$ cat src/rtl/riscv_pkg.sv
// Shared bus-controller constants: widths, timeout, slave map and FSM state encoding.
package riscv_pkg;

    localparam int XLEN        = 32;
    localparam int BUS_SLAVES  = 3;
    localparam int BUS_TIMEOUT = 255;

    localparam int SLV_RAM  = 0;
    localparam int SLV_GPIO = 1;
    localparam int SLV_UART = 2;

    typedef enum logic [2:0] {
        BUS_IDLE  = 3'd0,
        BUS_ISSUE = 3'd1,
        BUS_WAIT  = 3'd2,
        BUS_RESP  = 3'd3,
        BUS_ERR   = 3'd4
    } bus_state_t;

endpackage

$ cat src/rtl/riscv_bus_decoder.sv
// Address decode: the top address nibble selects the slave; nibbles past the
// last populated slave are reported as a decode error.
module riscv_bus_decoder #(
    parameter int BUS_SLAVES = riscv_pkg::BUS_SLAVES
) (
    input  logic [3:0] i_sel,
    output logic [3:0] o_idx,
    output logic       o_err
);

    assign o_idx = i_sel;
    assign o_err = (int'(i_sel) >= BUS_SLAVES);

endmodule

$ cat src/rtl/riscv_bus_ctrl.sv
// Single-outstanding bus controller: one master, BUS_SLAVES slaves, with
// address decode, a bounded wait for the slave response and an error reply.
//
// state | meaning
// IDLE  | ready; master request is granted combinationally
// ISSUE | one-cycle s_req pulse to the selected slave
// WAIT  | waiting for the selected slave's rvalid, bounded by TIMEOUT_CYC
// RESP  | one-cycle good response to the master
// ERR   | one-cycle error response (decode error or timeout)
module riscv_bus_ctrl #(
    parameter int XLEN        = riscv_pkg::XLEN,
    parameter int BUS_SLAVES  = riscv_pkg::BUS_SLAVES,
    parameter int TIMEOUT_CYC = riscv_pkg::BUS_TIMEOUT
) (
    input  logic                       clk_i,
    input  logic                       arstn_i,
    input  logic                       m_req_i,
    input  logic                       m_we_i,
    input  logic [XLEN-1:0]            m_addr_i,
    input  logic [XLEN-1:0]            m_wdata_i,
    input  logic [XLEN/8-1:0]          m_be_i,
    output logic                       m_gnt_o,
    output logic                       m_rvalid_o,
    output logic [XLEN-1:0]            m_rdata_o,
    output logic                       m_err_o,
    output logic [BUS_SLAVES-1:0]      s_req_o,
    output logic                       s_we_o,
    output logic [XLEN-1:0]            s_addr_o,
    output logic [XLEN-1:0]            s_wdata_o,
    output logic [XLEN/8-1:0]          s_be_o,
    input  logic [BUS_SLAVES-1:0]      s_rvalid_i,
    input  logic [BUS_SLAVES*XLEN-1:0] s_rdata_i
);
    import riscv_pkg::*;

    localparam int CNT_W = (TIMEOUT_CYC > 1) ? $clog2(TIMEOUT_CYC) : 1;

    bus_state_t         r_state;
    logic [CNT_W-1:0]   r_cnt;
    logic               r_we;
    logic [XLEN-1:0]    r_addr;
    logic [XLEN-1:0]    r_wdata;
    logic [XLEN/8-1:0]  r_be;
    logic [3:0]         r_idx;
    logic [XLEN-1:0]    r_rdata;

    logic [3:0]             w_idx;
    logic                   w_dec_err;
    logic                   w_sel_rvalid;
    logic [XLEN-1:0]        w_sel_rdata;
    logic [BUS_SLAVES-1:0]  w_sreq;
    logic                   w_timeout;

    riscv_bus_decoder #(
        .BUS_SLAVES (BUS_SLAVES)
    ) u_decoder (
        .i_sel (m_addr_i[XLEN-1 -: 4]),
        .o_idx (w_idx),
        .o_err (w_dec_err)
    );

    // Only the latched slave's rvalid/rdata are looked at; the others are don't-care.
    always_comb begin
        w_sel_rvalid = 1'b0;
        w_sel_rdata  = '0;
        w_sreq       = '0;
        for (int i = 0; i < BUS_SLAVES; i++) begin
            if (r_idx == 4'(i)) begin
                w_sel_rvalid = s_rvalid_i[i];
                w_sel_rdata  = s_rdata_i[i*XLEN +: XLEN];
                w_sreq[i]    = (r_state == BUS_ISSUE);
            end
        end
    end

    assign w_timeout = (r_cnt == CNT_W'(TIMEOUT_CYC - 1));

    always_ff @(posedge clk_i or negedge arstn_i) begin
        if (!arstn_i) begin
            r_state <= BUS_IDLE;
            r_cnt   <= '0;
            r_we    <= 1'b0;
            r_addr  <= '0;
            r_wdata <= '0;
            r_be    <= '0;
            r_idx   <= '0;
            r_rdata <= '0;
        end else begin
            case (r_state)
                BUS_IDLE: begin
                    if (m_req_i) begin
                        r_we    <= m_we_i;
                        r_addr  <= m_addr_i;
                        r_wdata <= m_wdata_i;
                        r_be    <= m_be_i;
                        r_idx   <= w_idx;
                        r_state <= w_dec_err ? BUS_ERR : BUS_ISSUE;
                    end
                end
                BUS_ISSUE: begin
                    r_cnt <= '0;
                    if (w_sel_rvalid) begin
                        r_rdata <= w_sel_rdata;
                        r_state <= BUS_RESP;
                    end else begin
                        r_state <= BUS_WAIT;
                    end
                end
                BUS_WAIT: begin
                    // A response in the final wait cycle wins over the timeout.
                    if (w_sel_rvalid) begin
                        r_rdata <= w_sel_rdata;
                        r_state <= BUS_RESP;
                    end else if (w_timeout) begin
                        r_state <= BUS_ERR;
                    end else begin
                        r_cnt <= r_cnt + 1'b1;
                    end
                end
                BUS_RESP: r_state <= BUS_IDLE;
                BUS_ERR:  r_state <= BUS_IDLE;
                default:  r_state <= BUS_IDLE;
            endcase
        end
    end

    assign m_gnt_o    = (r_state == BUS_IDLE) && m_req_i;
    assign m_rvalid_o = (r_state == BUS_RESP) || (r_state == BUS_ERR);
    assign m_err_o    = (r_state == BUS_ERR);
    assign m_rdata_o  = (r_state == BUS_RESP) ? r_rdata : '0;

    assign s_req_o   = w_sreq;
    assign s_we_o    = r_we;
    assign s_addr_o  = r_addr;
    assign s_wdata_o = r_wdata;
    assign s_be_o    = r_be;

endmodule

$ cat config.mk
export PLATFORM = sky130hd
export DESIGN_NAME = riscv_bus_ctrl
export DESIGN_NICKNAME = d
export VERILOG_FILES = /design/src/rtl/riscv_pkg.sv /design/src/rtl/riscv_bus_decoder.sv /design/src/rtl/riscv_bus_ctrl.sv
export SDC_FILE = /design/constraint.sdc
export NUM_CORES = 1
export LEC_CHECK = 0
export BUFFER_PORTS_ARGS = -buffer_cell sky130_fd_sc_hd__buf_2
export CAP_MARGIN = 15
export CORE_AREA = 2 2 108 110
export CTS_CLUSTER_SIZE = 14
export DETAILED_ROUTE_END_ITERATION = 12
export DIE_AREA = 0 0 110 112
export GPL_TIMING_DRIVEN = 1
export PLACE_DENSITY = 0.86
export SYNTH_ARGS = -nofsm -noshare
export SYNTH_HDL_FRONTEND = slang
export SYNTH_SLANG_ARGS = --single-unit
$ cat constraint.sdc
create_clock -name clk_i -period 6 [get_ports clk_i]
set_input_delay 1.8 -clock clk_i [delete_from_list [all_inputs] [get_ports clk_i]]
set_output_delay 1.8 -clock clk_i [all_outputs]
set_load 0.02 [all_outputs]
# Yosys cells after proc, flatten, opt, wreduce, memory -nomap -nowiden

Cells that the tools add are included.

Muxes and demuxes: 19
Eq/ne operators: 11
Add/sub/neg operators: 1
Order comparisons: 1
Reduce and logical (&&, ||, !) cells: 10

Operator list:

| operator                                                          | count |
|---|---|
| two-way mux 32 bit                                                | 4 |
| two-way mux 8 bit                                                 | 2 |
| one-hot mux 8 bit (2 select lines)                                | 1 |
| two-way mux 3 bit                                                 | 4 |
| one-hot mux 3 bit (3 select lines)                                | 1 |
| adder 8 x 1 -> 8 bit, second input constant                       | 1 |
| == test 8 bit, second input constant                              | 1 |
| two-way mux 1 bit                                                 | 7 |
| == test 3 x 2 -> 1 bit, second input constant                     | 2 |
| != test 2 bit, second input constant                              | 3 |
| AND reduction 2 bit                                               | 3 |
| == test 4 x 1 -> 1 bit, second input constant                     | 1 |
| == test 4 x 2 -> 1 bit, second input constant                     | 1 |
| greater-or-equal comparator 4 x 2 -> 1 bit, second input constant | 1 |
| zero test 4 bit                                                   | 1 |
| == test 3 x 1 -> 1 bit, second input constant                     | 1 |
| == test 3 bit, second input constant                              | 1 |
| zero test 3 bit                                                   | 1 |
| != test 3 bit, second input constant                              | 1 |
| AND reduction 3 bit                                               | 1 |
| nonzero test 2 bit                                                | 1 |
| OR reduction 2 bit                                                | 1 |
| logical AND 1 bit                                                 | 1 |
| logical OR 1 bit                                                  | 1 |

Logic and storage cells: 50
Output and inout bits: 107
Register bits: 116

# Depth between registers and ports, before layout

Gate-level depths: netlist of run 1.

Depth after elaboration: 6
Mapped depth: 7
Mapped depth without buffers: 6

# Hierarchy

Synthesis of run 1 repeated with hierarchy kept, for this count alone.

Cells, all modules: 450
Area, all modules: 5516.5 µm²

Modules (own cells, without submodules):

| module            | seq. area each (µm²) | times used | cells each | area an instance (µm²) |
|---|---|---|---|---|
| riscv_bus_ctrl    | 2902.8               | 1          | 445        | 5477.8 |
| riscv_bus_decoder | 0.0                  | 1          | 5          | 38.8 |

# Worst setup path after synthesis of run 1

OpenSTA, ideal clock, no wires.

Path kind: input -> output
Start point: input m_req_i
End point: output m_gnt_o
Stages: 3
Buffers on the path: 2
Data arrival time: 2338 ps
Setup slack: 1862 ps
Cell sequence: and2_1 > clkbuf_1 > buf_2

Cells in the longest elaborated chain, start to end: 1

RTL lines:

| element            | line                  | RTL |
|---|---|---|
| start: declaration | riscv_bus_ctrl.sv:17  | `input logic m_req_i,` |
| logical AND 1 bit  | riscv_bus_ctrl.sv:127 | `assign m_gnt_o = (r_state == BUS_IDLE) && m_req_i;` |
| end: declaration   | riscv_bus_ctrl.sv:22  | `output logic m_gnt_o,` |

Every way passes these cells.

# Worst setup path after layout of run 1

Same ends and word-level chain as after synthesis.

==> results of run 1 <==
-- worst max path at each step --
| stage | from | endpoint | slack, ps | cells past startpoint |
|---|---|---|---|---|
| floorplan | m_req_i | m_gnt_o | 1860 | 3 |
| global placement | m_req_i | m_gnt_o | 1950 | 3 |
| detailed placement | m_req_i | m_gnt_o | 1950 | 3 |
| CTS | m_req_i | m_gnt_o | 1950 | 3 |
| global route | m_req_i | m_gnt_o | 1940 | 3 |
| finish | m_req_i | m_gnt_o | 1950 | 3 |
-- power by group through the flow --
| stage | logic, mW | clock network (mW) | registers [mW] |
|---|---|---|---|
| final | 1.47 | 0.633 | 1.37 |
| after global routing | 1.57 | 0.679 | 1.42 |
| after CTS | 1.47 | 0.651 | 1.37 |
| after detailed placement | 1.46 | 0 | 1.37 |
| after global placement | 1.41 | 0 | 1.35 |
| after floorplan | 0.678 | 0 | 1.63 |
-- sequential cells by signal, summed over array words and instances, names as in the netlist --
register and count:
r_cnt 8, r_state 3, s_we_o 1, s_be_o 4, s_addr_o 32, r_rdata 32, s_wdata_o 32
-- layout make-up --
class	count	area, µm²	share of cell area (%)
sequential	112	2800	41.1
multi-input combinational	265	2060	30.2
timing repair buffer	283	1450	21.3
clock buffer	10	239	3.50
tap	143	179	2.62
clock inverter	6	83.8	1.23
inverter	2	7.51	0.110
-- metrics by stage --
stage / utilization (%) / power (mW)
6_report: 61.1 / 3.47
4_1_cts: 60.8 / 3.48
5_1_grt: 61.1 / 3.67
3_3_place_gp: 57.9 / 2.76
3_5_place_dp: 57.9 / 2.84
2_1_floorplan: - / 2.30
-- Yosys cell counts --
cell type and count:
a211o_1 1, a211oi_1 2, a211oi_2 1, a21oi_1 35, a221o_1 2, a222oi_1 32, and2_1 38, and3_1 1
and3b_1 1, buf_2 13, buf_4 3, clkbuf_1 12, dfrtp_1 112, ha_1 2, inv_1 2, mux2_2 70
mux2i_1 3, nand2_1 8, nand2b_1 2, nand3_1 3, nand4_1 1, nor2_1 36, nor2_2 1, nor2b_1 1
nor3_1 5, nor3b_1 3, nor4_1 3, nor4b_2 1, o2111ai_1 1, o211ai_1 1, o21a_1 1, o21ai_0 1
o21ai_2 1, o41ai_1 1, or2_2 3, or3b_2 1, or4_1 2, xnor2_1 1
-- metal layers --
metal / track usage, % / wire (µm) / up-vias
met4: 7.26 / 302 / 0
met5: 0 / 0 / -
met2: 38.5 / 7000 / 224
met1: 25.0 / 5310 / 2098
met3: 5.50 / 1150 / 28
li1: - / - / 2044
-- logic make-up after synthesis --
kind of cell	count (synthesis)
flip-flops	112
AND/OR/NAND/NOR	110
AO/OA/AOI/OAI	79
multiplexers	73
buffers and inverters	30
adder cells (fa/ha/maj)	2
XOR/XNOR	1
==> summary.md, run 1 <==
| Metric | Value |
|---|---|
| Net count reported at finish | `846` |
| P&R area growth vs syn | `37.0%` |
| DR WL/cell | `16.8 µm` |
| Synth area leaders | `dfrtp_1, mux2_2, a222oi_1` |
| Setup TNS Final | `0 ps` |
| Status | `completed` |
| Worst-path cell chain | `buf_2, and2_2, buf_2` |
| Sequential area share after synthesis | `56.3%` |
| Port Buffer Count | `277` |
| YS warnings | `0` |
| Seq pwr share | `39.4%` |
| DP Area | `0.00647 mm²` |
| CP endpoint kind | `output pin` |
| Initial drt markers | `291` |
| End of the worst register-to-register path | `s_addr_o[7]` |
| Core area | `0.0112 mm²` |
| Slew of the pin with the lowest slew margin | `865 ps` |
| IO Pins | `278` |
| First-pass GRT wire length | `20.7 mm` |
| # fillers | `867` |
| Adder-cell area share of the yosys netlist | `0.502%` |
| Max rail drop VDD | `0.336 mV` |
| Worst-path clk slew | `80 ps` |
| Antenna viol nets, final | `0` |
| Final min period | `4050 ps` |
| Clk pwr share | `18.3%` |
| Starting Density | `44.6%` |
| Synth Area in XOR/XNOR | `0.176%` |
| Mapped Cells | `407` |
| Post-synth net total | `580` |
| Worst-skew pair later-pin latency | `340 ps` |
| Largest net degree at the start of global routing | `70` |
| CTS Buffer Depth | `2` |
| Syn Area/Cell | `12.2 µm²` |
| N_diodes | `0` |
| Final setup viols | `0` |
| DP Worst Slack | `1950 ps` |
| Commonest non-fill, non-tap cell in the layout | `buf_2` |
| H-tree depth | `3` |
| Worst Hold Class | `reg -> reg` |
| Power Density | `508 mW/mm²` |
| Max Fclk | `247 MHz` |
| Cell area after layout | `0.00683 mm²` |
| Clock Sinks | `112` |
| Post-Syn Area | `0.00498 mm²` |
| Max-slew violations | `0` |
| Crit start category | `primary input` |
| Die width | `110 µm` |
| Sw Pwr | `1.36 mW` |
| HP Start | `s_addr_o[27]` |
| Initial antenna violation count | `0` |
| Final WL | `13.8 mm` |
| Unrepaired setup endpoints after global routing | `no` |
| DP HPWL | `10.4 mm` |
| Most frequent CP cell | `buf_2` |
| Hold-fix buffers, CTS | `0` |
| CP Data Arrival Time | `2250 ps` |
| Die area | `0.0123 mm²` |
| Std-Cell Rows | `39` |
| Worst Path Class, Setup | `in -> out` |
| Count of TritonRoute iterations in the first routing pass | `6` |
| Hold_ws | `502 ps` |
| Max Cap Viol | `0` |
| CP top delay family | `buffers and inverters` |
| Switch share | `39.1%` |
| Worst Hold End | `s_addr_o[27]` |
| R2R Setup Slk | `3740 ps` |
| DRC Markers | `0` |
| Critical Path RT | `4200 ps` |
| Leading area contributor after synthesis | `dfrtp_1` |
| Slew margin rel. | `42.3%` |
| Final non-filler cell total | `821` |
| Share of cells above drive strength 1 | `56.0%` |
| GRT Overall Usage | `21.7%` |
| Clk_skew | `8.86 ps` |
| Placed Cells | `804` |
| Yosys reg bits | `112` |
| Most frequent cells in the layout | `buf_2, dfrtp_1, mux2_2` |
| Gate power share | `42.3%` |
| Largest family of logic cells by synthesized area | `multiplexers` |
| Resized cells post-CTS | `0` |
| Root buffer cell | `clkbuf_16` |
| Synth Area in Simple Gates | `11.8%` |
| Hold depth | `1` |
| Gr ovfl total | `0` |
| LEAKAGE | `3.34 nW` |
| Post-CTS Setup Bufs | `0` |
| Synth top area share | `56.3%` |
| Post-synth cell types | `38` |
| Cell-internal power | `2.11 mW` |
| Worst R2R Path Depth | `4` |
| Critical R2R Launch | `r_state[2]` |
| Worst-path maximum fanout | `2` |
| Vias per inst | `5.35` |
| Min setup slack post-route | `1950 ps` |
| Post-synthesis mux area share | `16.4%` |
| CTS Buf Count | `9` |
| Final period util | `67.6%` |
| CP bufs+invs | `2` |
| Vias in the first global route | `4325` |
| Die Height | `112 µm` |
| Via count | `4394` |
| Placer Congestion | `0.833` |
| CTS tree | `yes` |
| Final hold viol count | `0` |
| CP peak stage delay | `190 ps` |
| Compound-Gate Fraction of Synth Area | `12.0%` |
| Slowest CP cell | `and2_2` |
Note: power is estimated with default switching activity, not from simulation.
==> run 2: changes to the inputs <==
Settings changed: CORE_AREA 2 2 108 110 to unset, CORE_UTILIZATION set to 45, DIE_AREA 0 0 110 112 to unset.
Clock period 6 ns to 4 ns, I/O delays scaled along.
==> summary.md, run 2 (same netlist as run 1, synthesis figures left out) <==
| Metric | Value |
|---|---|
| CP top delay family | `simple AND/OR/NAND/NOR gates` |
| End of the worst register-to-register path | `r_rdata[5]` |
| Die width | `107 µm` |
| Count of TritonRoute iterations in the first routing pass | `9` |
| Resized cells post-CTS | `0` |
| Initial antenna violation count | `1` |
| DP Area | `0.00648 mm²` |
| CTS Buffer Depth | `2` |
| Sw Pwr | `2.06 mW` |
| Hold depth | `1` |
| Max Fclk | `304 MHz` |
| H-tree depth | `3` |
| IO Pins | `278` |
| Worst-path cell chain | `and3b_1, and2_1, buf_2` |
| CP peak stage delay | `840 ps` |
| Max rail drop VDD | `0.542 mV` |
| Via count | `4432` |
| LEAKAGE | `3.29 nW` |
| Slew margin rel. | `38.8%` |
| Slowest CP cell | `and3b_1` |
| Port Buffer Count | `277` |
| DR WL/cell | `17.7 µm` |
| Cell area after layout | `0.00673 mm²` |
| Cell-internal power | `2.95 mW` |
| Seq pwr share | `41.1%` |
| HP Start | `s_wdata_o[25]` |
| CP Data Arrival Time | `2090 ps` |
| Initial drt markers | `519` |
| Starting Density | `46.2%` |
| Final period util | `82.4%` |
| Critical Path RT | `2800 ps` |
| Die Height | `107 µm` |
| Vias per inst | `5.41` |
| Setup TNS Final | `0 ps` |
| Worst-path clk slew | `120 ps` |
| Worst-skew pair later-pin latency | `380 ps` |
| GRT Overall Usage | `24.8%` |
| CP endpoint kind | `output pin` |
| Worst R2R Path Depth | `6` |
| Unrepaired setup endpoints after global routing | `no` |
| Std-Cell Rows | `38` |
| Clk_skew | `16.4 ps` |
| Gr ovfl total | `0` |
| R2R Setup Slk | `1690 ps` |
| Max Cap Viol | `0` |
| Placer Congestion | `0.859` |
| DP HPWL | `10.8 mm` |
| Root buffer cell | `clkbuf_8` |
| # fillers | `847` |
| Post-CTS Setup Bufs | `0` |
| Worst-path maximum fanout | `33` |
| Final WL | `14.5 mm` |
| Slew of the pin with the lowest slew margin | `917 ps` |
| Antenna viol nets, final | `0` |
| P&R area growth vs syn | `35.0%` |
| Final min period | `3290 ps` |
| CTS tree | `yes` |
| Power Density | `744 mW/mm²` |
| Vias in the first global route | `4437` |
| Worst Path Class, Setup | `reg -> out` |
| Critical R2R Launch | `r_state[2]` |
| Net count reported at finish | `846` |
| DRC Markers | `0` |
| Switch share | `41.1%` |
| Gate power share | `44.5%` |
| Commonest non-fill, non-tap cell in the layout | `buf_2` |
| Clock Sinks | `112` |
| Largest net degree at the start of global routing | `70` |
| Worst Hold Class | `reg -> reg` |
| Most frequent cells in the layout | `buf_2, dfrtp_1, mux2_2` |
| Share of cells above drive strength 1 | `56.0%` |
| CTS Buf Count | `9` |
| Die area | `0.0115 mm²` |
| CP bufs+invs | `1` |
| Core area | `0.0108 mm²` |
| Clk pwr share | `14.4%` |
| Final core utilization | `62.3%` |
| Worst Hold End | `s_wdata_o[25]` |
| Hold-fix buffers, CTS | `0` |
| First-pass GRT wire length | `21.4 mm` |
| Max-slew violations | `0` |
| Final setup viols | `0` |
| Crit start category | `flip-flop` |
| Final hold viol count | `0` |
| Status | `completed` |
## run 2: layer usage
layer / part of all wire (%) / track usage, %
met1: 37 / 26.3
met2: 51 / 45.4
met3: 8.1 / 5.71
met4: 3.4 / 13.3
met5: 0 / 0
## run 2: worst max-delay path by stage
stage | start | to | slack (ps) | cells after the start
after floorplan | m_req_i | m_gnt_o | 1060 | 3
after global placement | m_req_i | m_gnt_o | 1130 | 3
after detailed placement | r_state[2] | m_rdata_o[25] | 1090 | 3
after CTS | r_state[2] | m_rdata_o[25] | 650 | 3
after global routing | r_state[2] | m_rdata_o[2] | 540 | 3
final | r_state[2] | m_rdata_o[6] | 710 | 3
## run 2: through the flow
stage               power (mW)  worst slack [ps]  instances  hold WS [ps]
detailed placement        4.29              1090        801           491
global placement          4.16              1130        801           485
floorplan                 3.45              1060        407           487
global route              5.28               542        819           529
finish                    5.00               706        819           515
CTS                       5.00               651        817           516
## run 2: final cells by class
cell class	count	area, µm²	share of cell area [%]
clock buffer	9	124	1.84
tap	140	175	2.60
timing repair buffer	283	1470	21.8
antenna	1	2.50	0.0372
sequential	112	2800	41.7
inverter	2	7.51	0.112
multi-input combinational	265	2060	30.6
clock inverter	7	87.6	1.30
## run 2: power by group through the flow
stage | clock network [mW] | registers [mW] | logic (mW)
6_report | 0.719 | 2.06 | 2.23
5_1_grt | 0.768 | 2.12 | 2.39
4_1_cts | 0.727 | 2.05 | 2.23
3_5_place_dp | 0 | 2.07 | 2.22
3_3_place_gp | 0 | 2.03 | 2.13
2_1_floorplan | 0 | 2.44 | 1.02
==> run 3: changes to the inputs <==
Settings changed: CORE_UTILIZATION 45 to 40, PLACE_DENSITY 0.86 to 0.81.
Clock period 4 ns to 2.9 ns, I/O delays scaled along.
==> summary.md, run 3 (same netlist as run 1, synthesis figures left out) <==
| Metric | Value |
|---|---|
| Power Density | `1020 mW/mm²` |
| Max rail drop VDD | `0.707 mV` |
| Critical Path RT | `2030 ps` |
| Most frequent cells in the layout | `buf_2, dfrtp_1, mux2_2` |
| Max Cap Viol | `0` |
| Vias per inst | `5.18` |
| Unrepaired setup endpoints after global routing | `no` |
| Worst-skew pair later-pin latency | `340 ps` |
| H-tree depth | `3` |
| Worst Hold Class | `in -> async` |
| Crit start category | `flip-flop` |
| P&R area growth vs syn | `37.3%` |
| Worst Path Class, Setup | `reg -> out` |
| CTS Buffer Depth | `2` |
| Post-CTS Setup Bufs | `0` |
| Core area | `0.0121 mm²` |
| Die width | `114 µm` |
| Setup TNS Final | `0 ps` |
| Slew margin rel. | `22.6%` |
| Die Height | `114 µm` |
| Starting Density | `41.3%` |
| LEAKAGE | `3.33 nW` |
| Initial drt markers | `270` |
| Final core utilization | `56.7%` |
| Resized cells post-CTS | `0` |
| Std-Cell Rows | `40` |
| Root buffer cell | `clkbuf_16` |
| Count of TritonRoute iterations in the first routing pass | `6` |
| DP HPWL | `10.3 mm` |
| CP endpoint kind | `output pin` |
| CTS tree | `yes` |
| Antenna viol nets, final | `0` |
| Max-slew violations | `0` |
| Via count | `4379` |
| Final hold viol count | `0` |
| Clk_skew | `8.08 ps` |
| Clock Sinks | `112` |
| Hold_ws | `481 ps` |
| Initial antenna violation count | `0` |
| Final min period | `2600 ps` |
| Slew of the pin with the lowest slew margin | `1160 ps` |
| Final WL | `13.4 mm` |
| Net count reported at finish | `847` |
| GRT Overall Usage | `20.6%` |
| Status | `completed` |
| CP Data Arrival Time | `1730 ps` |
| Worst-path clk slew | `80 ps` |
| Vias in the first global route | `4419` |
| Hold-fix buffers, CTS | `0` |
| Critical R2R Launch | `s_addr_o[28]` |
| Largest net degree at the start of global routing | `70` |
| Crit. Startpoint | `r_state[0]` |
| Share of cells above drive strength 1 | `56.0%` |
| First-pass GRT wire length | `20.8 mm` |
| DR WL/cell | `15.9 µm` |
| Commonest non-fill, non-tap cell in the layout | `buf_2` |
| Max Fclk | `385 MHz` |
| CTS Buf Count | `9` |
| Final setup viols | `0` |
| Placer Congestion | `0.848` |
| Die area | `0.0129 mm²` |
| DRC Markers | `0` |
| Gr ovfl total | `0` |
| Port Buffer Count | `277` |
| N_diodes | `0` |
| Worst-path maximum fanout | `7` |
| IO Pins | `278` |
| Final period util | `89.6%` |
## run 3: changes by cell type in the layout (fill, tap and decap cells not counted), sizes merged
cell	before	now
bufinv	1	0
buf	283	284
diode	1	0
inv	5	4
clkinvlp	1	2
## run 3: metrics by stage
| stage | std cells | worst slack (ps) | cell area (µm²) | power (mW) |
|---|---|---|---|---|
| after CTS | 846 | 266 | 6840 | 7.08 |
| after floorplan | 407 | 341 | 4980 | 4.77 |
| after global placement | 831 | 624 | 6560 | 5.70 |
| after detailed placement | 831 | 559 | 6560 | 5.88 |
| after global routing | 846 | 185 | 6840 | 7.42 |
| final | 846 | 302 | 6840 | 7.00 |
## run 3: critical path: stages, from the launching register on
cell and delay [ps]:
dfrtp_1 440, nor3b_1 560, and3_1 230, buf_2 160
## run 3: power breakdown
part / total (mW) / internal (mW) / switching (mW) / leakage (nW)
Sequential: 2.82 / 2.33 / 0.488 / 1.32
Clock: 1.17 / 0.594 / 0.578 / 0.132
Combinational: 3.01 / 1.32 / 1.69 / 1.88
Total: 7.00 / 4.24 / 2.76 / 3.33
## run 3: final cells by class
cell class | count | area (µm²)
clock buffer | 9 | 225
timing repair buffer | 284 | 1480
inverter | 2 | 7.51
clock inverter | 6 | 55.1
tap | 168 | 210
multi-input combinational | 265 | 2060
sequential | 112 | 2800
fill | 984 | 5220
## run 3: routing by layer
| metal | up-vias | track usage [%] | wire length [µm] |
|---|---|---|---|
| met5 | - | 0 | 0 |
| met4 | 0 | 7.89 | 226 |
| met3 | 22 | 5.47 | 1080 |
| met2 | 216 | 37.4 | 6860 |
| met1 | 2101 | 23.0 | 5270 |
| li1 | 2040 | - | - |
## run 3: worst paths after layout
path / cells after the start / slack, ps / to
max: 3 / 300 / s_req_o[2]
min: 1 / 480 / s_wdata_o[15]
max reg2reg: 4 / 600 / r_rdata[18]
min reg2reg: 1 / 500 / s_wdata_o[25]
max in group asynchronous: 2 / 1710 / r_rdata[15]
min in group clk_i: 1 / 500 / s_wdata_o[25]
